===== config.mk =====
export PLATFORM = sky130hd
export DESIGN_NAME = rf_write_arbiter
export DESIGN_NICKNAME = d
export VERILOG_FILES = /design/src/rtl/rf_write_arbiter.sv
export SDC_FILE = /design/constraint.sdc
export NUM_CORES = 1
export LEC_CHECK = 0
export CAP_MARGIN = 15
export CORE_AREA = 2 2 103 105
export DETAILED_ROUTE_END_ITERATION = 12
export DIE_AREA = 0 0 105 107
export PLACE_DENSITY = 0.72
export REMOVE_ABC_BUFFERS = 1
export SETUP_SLACK_MARGIN = 0.15
export SYNTH_ARGS = -nofsm -noshare
export SYNTH_HDL_FRONTEND = slang
export SYNTH_SLANG_ARGS = --single-unit

===== constraint.sdc =====
create_clock -name clk -period 2.5 [get_ports clk]
set_clock_uncertainty 0.15 [all_clocks]
set_input_delay 0.5 -clock clk [delete_from_list [all_inputs] [get_ports clk]]
set_output_delay 0.5 -clock clk [all_outputs]
set_load 0.1 [all_outputs]

===== src/rtl/rf_write_arbiter.sv =====
// Purpose : clears registers 1..NREG-1 after reset, then round-robin shares the RF write port between A and B.
// Latency : grants, write-port drive and read bypass are combinational; a write lands on the edge ending its grant cycle.
// Backpress: a requester holds req/addr/data until it sees its gnt; no grants are issued during the clear sweep.
//
// Ports:
//   clk, reset               clock, synchronous active-high reset
//   a_req/a_wa/a_wd -> a_gnt requester A write request, address, data; grant back
//   a_ra -> a_rd             requester A read (RF port 1, with write bypass)
//   b_*                      same for requester B (RF port 2)
//   init_done                high once the clear sweep has finished
//   we3/wa3/wd3              RF write port
//   ra1/rd1, ra2/rd2         RF read ports
module rf_write_arbiter #(
   parameter int WIDTH = 32,
   parameter int AW    = 5,
   parameter int NREG  = 32
) (
   input  logic             clk,
   input  logic             reset,
   input  logic             a_req,
   input  logic [AW-1:0]    a_wa,
   input  logic [WIDTH-1:0] a_wd,
   output logic             a_gnt,
   input  logic [AW-1:0]    a_ra,
   output logic [WIDTH-1:0] a_rd,
   input  logic             b_req,
   input  logic [AW-1:0]    b_wa,
   input  logic [WIDTH-1:0] b_wd,
   output logic             b_gnt,
   input  logic [AW-1:0]    b_ra,
   output logic [WIDTH-1:0] b_rd,
   output logic             init_done,
   output logic             we3,
   output logic [AW-1:0]    wa3,
   output logic [WIDTH-1:0] wd3,
   output logic [AW-1:0]    ra1,
   output logic [AW-1:0]    ra2,
   input  logic [WIDTH-1:0] rd1,
   input  logic [WIDTH-1:0] rd2
);

   typedef enum logic {INIT = 1'b0, RUN = 1'b1} state_t;

   localparam logic [AW-1:0] LAST_ADDR = AW'(NREG - 1);

   state_t        state;
   state_t        state_nxt;
   logic [AW-1:0] cnt;
   logic          last_gnt;   // 0 = A was granted last, 1 = B

   // State register plus sweep counter, fairness pointer and done flag.
   always_ff @(posedge clk) begin
      if (reset) begin
         state     <= INIT;
         cnt       <= AW'(1);
         last_gnt  <= 1'b1;   // A wins the first contended cycle
         init_done <= 1'b0;
      end else begin
         state <= state_nxt;
         if (state == INIT) begin
            cnt <= cnt + AW'(1);
            if (cnt == LAST_ADDR) begin
               init_done <= 1'b1;
            end
         end
         if (a_gnt || b_gnt) begin
            last_gnt <= b_gnt;
         end
      end
   end

   // Next-state logic: leave INIT on the cycle that clears the last register.
   always_comb begin
      state_nxt = state;
      if ((state == INIT) && (cnt == LAST_ADDR)) begin
         state_nxt = RUN;
      end
   end

   // Output logic: grants, write-port mux and bypassed read data.
   always_comb begin
      a_gnt = 1'b0;
      b_gnt = 1'b0;
      we3   = 1'b0;
      wa3   = '0;
      wd3   = '0;
      a_rd  = '0;
      b_rd  = '0;

      if (state == INIT) begin
         we3 = 1'b1;
         wa3 = cnt;
      end else begin
         // On contention, the requester that did not win last time goes now.
         a_gnt = a_req && (!b_req || last_gnt);
         b_gnt = b_req && (!a_req || !last_gnt);

         if (a_gnt) begin
            wa3 = a_wa;
            wd3 = a_wd;
            we3 = (a_wa != '0);   // address 0 is consumed but never written
         end else if (b_gnt) begin
            wa3 = b_wa;
            wd3 = b_wd;
            we3 = (b_wa != '0);
         end

         // Bypass lets a read see the value being written this cycle.
         a_rd = (we3 && (wa3 == a_ra)) ? wd3 : rd1;
         b_rd = (we3 && (wa3 == b_ra)) ? wd3 : rd2;
      end
   end

   assign ra1 = a_ra;
   assign ra2 = b_ra;

endmodule


==> flow_metrics.env <==
export IMPL_status="finished, violations left"
export IMPL_p_per_area_mw_per_mm2=139
export IMPL_globalRouteMet3Util=0.0699
export IMPL_num_antenna_cells=0
export IMPL_dp_slack_ps=-1070
export IMPL_dieHeight_um=107
export IMPL_cts_tree="built"
export IMPL_finalSetupTns_ps=-53330
export IMPL_h_tree_depth=1
export IMPL_fin_crit_ps=3370
export IMPL_clock_sinks=7
export IMPL_synth_flop_cell="dfxtp_1"
export IMPL_avgSynthCellArea_um2=6.77
export IMPL_ir_drop_v=0.000244
export IMPL_postLayoutCoreUtil=0.786
export IMPL_grt_busiest_layer="met2"
export IMPL_p_clk_frac=0.150
export IMPL_p_comb_frac=0.737
export IMPL_vias=3863
export IMPL_grt_pass1_wl_mm=22.4
export IMPL_p_leak_nw=3.24
export IMPL_worst_pin_slew_ps=411
export IMPL_fmax_mhz=297
export IMPL_ant_nets=0
export IMPL_grt_max_degree=33
export IMPL_yosys_warnings=0
export IMPL_end_kind="output pin"
export IMPL_relSlewSlack=0.718
export IMPL_grt_util_met2=0.511
export IMPL_cp_common_cell="buf_12"
export IMPL_place_detailed_hpwl_mm=10.9
export IMPL_layout_nets=797
export IMPL_clockBufferDepth=2
export IMPL_ys_top_cells_by_area="mux2i_1 30%, nand2_1 17%, a22o_1 13%"
export IMPL_synth_async_reset_ratio=0
export IMPL_antenna_found_initial=1
export IMPL_cpPeakStageDelay_ps=360
export IMPL_die_area_mm2=0.0112
export IMPL_dp_cells=741
export IMPL_netlist_area_mm2=0.00221
export IMPL_syn_to_final_growth_pct=258
export IMPL_swShare=0.377
export IMPL_synth_largest_area_cell="mux2i_1"
export IMPL_nFillCells=548
export IMPL_synthDistinctLibCells=30
export IMPL_drv_cap=0
export IMPL_drcViolationCount=0
export IMPL_yosysSeqAreaShare=0.0633
export IMPL_row_count=37
export IMPL_initial_core_util=0.219
export IMPL_synthCells=327
export IMPL_root_buffer="clkbuf_8"
export IMPL_crit_slowest_cell="mux2i_1"
export IMPL_met1_usage=0.255
export IMPL_crit_type="in2out"
export IMPL_grt_ovfl_total=0
export IMPL_clk_pin_slew_ps=40
export IMPL_cp_required_ps=1850
export IMPL_intPower_mw=0.684
export IMPL_power_switching_mw=0.415
export IMPL_io_pins=267
export IMPL_grtUsageTotal=0.257
export IMPL_synth_edf_count=0
export IMPL_setup_violations_final=97
export IMPL_layout_common_cells="139 x clkdlybuf4s50_1, 122 x buf_12, 64 x nand2_1, 38 x mux2i_4, 36 x buf_4"
export IMPL_wl_per_cell_um=22.7
export IMPL_critPathArrivalTime_ps=2720
export IMPL_path_cells="buf_2, a21boi_4, buf_6, a32oi_4, buf_4, xnor2_1, nor4_4, nand3_4, buf_12, mux2i_1, buf_12"
export IMPL_cts_buffers=3
export IMPL_drive_above_1_share=0.567
export IMPL_seqPwrFrac=0.113
export IMPL_hold_path_class="reg2reg"
export IMPL_drtIter0Drc=134
export IMPL_period_share=1.35
export IMPL_place_area_mm2=0.00637
export IMPL_firstDrtPassIters=4
export IMPL_fin_ws_ps=-870
export IMPL_final_area_mm2=0.00793
export IMPL_start_kind="input port"
export IMPL_ctsHoldBuffers=0
export IMPL_insertion_delay_ps=230
export IMPL_stdcell_count=778
export IMPL_hold_viol_final=0
export IMPL_final_common_cell="clkdlybuf4s50_1"
export IMPL_first_global_vias=3930
export IMPL_portBuffers=266
export IMPL_violations="negative setup slack"
export IMPL_viasPerCell=4.97
export IMPL_ys_ff_latch=7
export IMPL_critPathMaxFanout=8
export IMPL_wirelength_mm=17.7
export IMPL_yosysTopAreaCellShare=0.298
export IMPL_maxSlewViolCount=0
export IMPL_dieWidth_um=105
export IMPL_rsz0062_at_grt="yes"
export IMPL_gp_congestion=0.875
export IMPL_core_area_mm2=0.0101
[what timing repair did]
action                                  4_1_cts  5_1_grt
resized for setup                           200      117
endpoints found under the setup margin      105      101
pin swaps                                    13       19
setup buffers                                13       11
gates cloned                                  5        4
[through the flow]
stage	hold slack, ps	power, mW
floorplan	331	0.297
global placement	362	0.733
detailed placement	377	0.747
CTS	356	1.00
global route	396	1.13
finish	386	1.10
[path summary, 6_finish.rpt]
kind         cells after the start        to  slack (ps)     start
max                             11   a_rd[4]        -870     a_req
min                              2    cnt[4]         390    cnt[4]
min reg2reg                      2    cnt[4]         390    cnt[4]
max reg2reg                     10  last_gnt         360  last_gnt
[power by group through the flow]
stage	clock network, mW	logic (mW)	registers, mW
6_report	0.165	0.810	0.124
5_1_grt	0.172	0.835	0.125
4_1_cts	0.165	0.715	0.124
3_5_place_dp	0	0.620	0.127
3_3_place_gp	0	0.607	0.126
2_1_floorplan	0	0.171	0.126
[routing by layer]
layer,up-vias,wire (µm)
met1,1876,6140
met4,2,686
met3,54,1180
li1,1738,-
met5,-,13
met2,193,9660
[area by class of cell]
cell class	instances	area, µm²	area share
Timing Repair Buffer	348	4780	0.603
Sequential cell	7	148	0.0186
Clock buffer	4	45.0	0.00568
Inverter	33	164	0.0207
Multi-Input combinational cell	250	2620	0.331
Tap cell	136	170	0.0215
[kinds of logic (layout without fill, tap and decap cells)]
kind of cell    after synthesis  in the layout  synth area share
flops                         7              7            0.0633
mux                          66             66             0.298
fa+ha+maj                     2              2            0.0113
compound gates               46             46             0.178
xor+xnor                     13             13            0.0514
simple gates                123            123             0.239
buf+inv                      70            385             0.159
[cell usage after synthesis (4+ instances only)]
| library cell | count |
|---|---|
| a21oi_1 | 5 |
| a22o_1 | 32 |
| buf_4 | 10 |
| buf_6 | 7 |
| clkbuf_1 | 18 |
| dfxtp_1 | 7 |
| inv_1 | 33 |
| mux2i_1 | 66 |
| nand2_1 | 98 |
| nor2_1 | 11 |
| xnor2_1 | 9 |
| xor2_1 | 4 |
[flip-flops by register name, summed over array words and instances (netlist names)]
name       flops
init_done      1
cnt            5
last_gnt       1
[worst max-delay path: cells and delay by family]
family | cells | cell delay [ps]
multiplexers | 1 | 360
buffers and inverters | 5 | 880
AO/OA/AOI/OAI | 2 | 270
AND/OR/NAND/NOR | 2 | 530
XOR/XNOR | 1 | 150
Note: power is estimated with default switching activity, not from simulation.
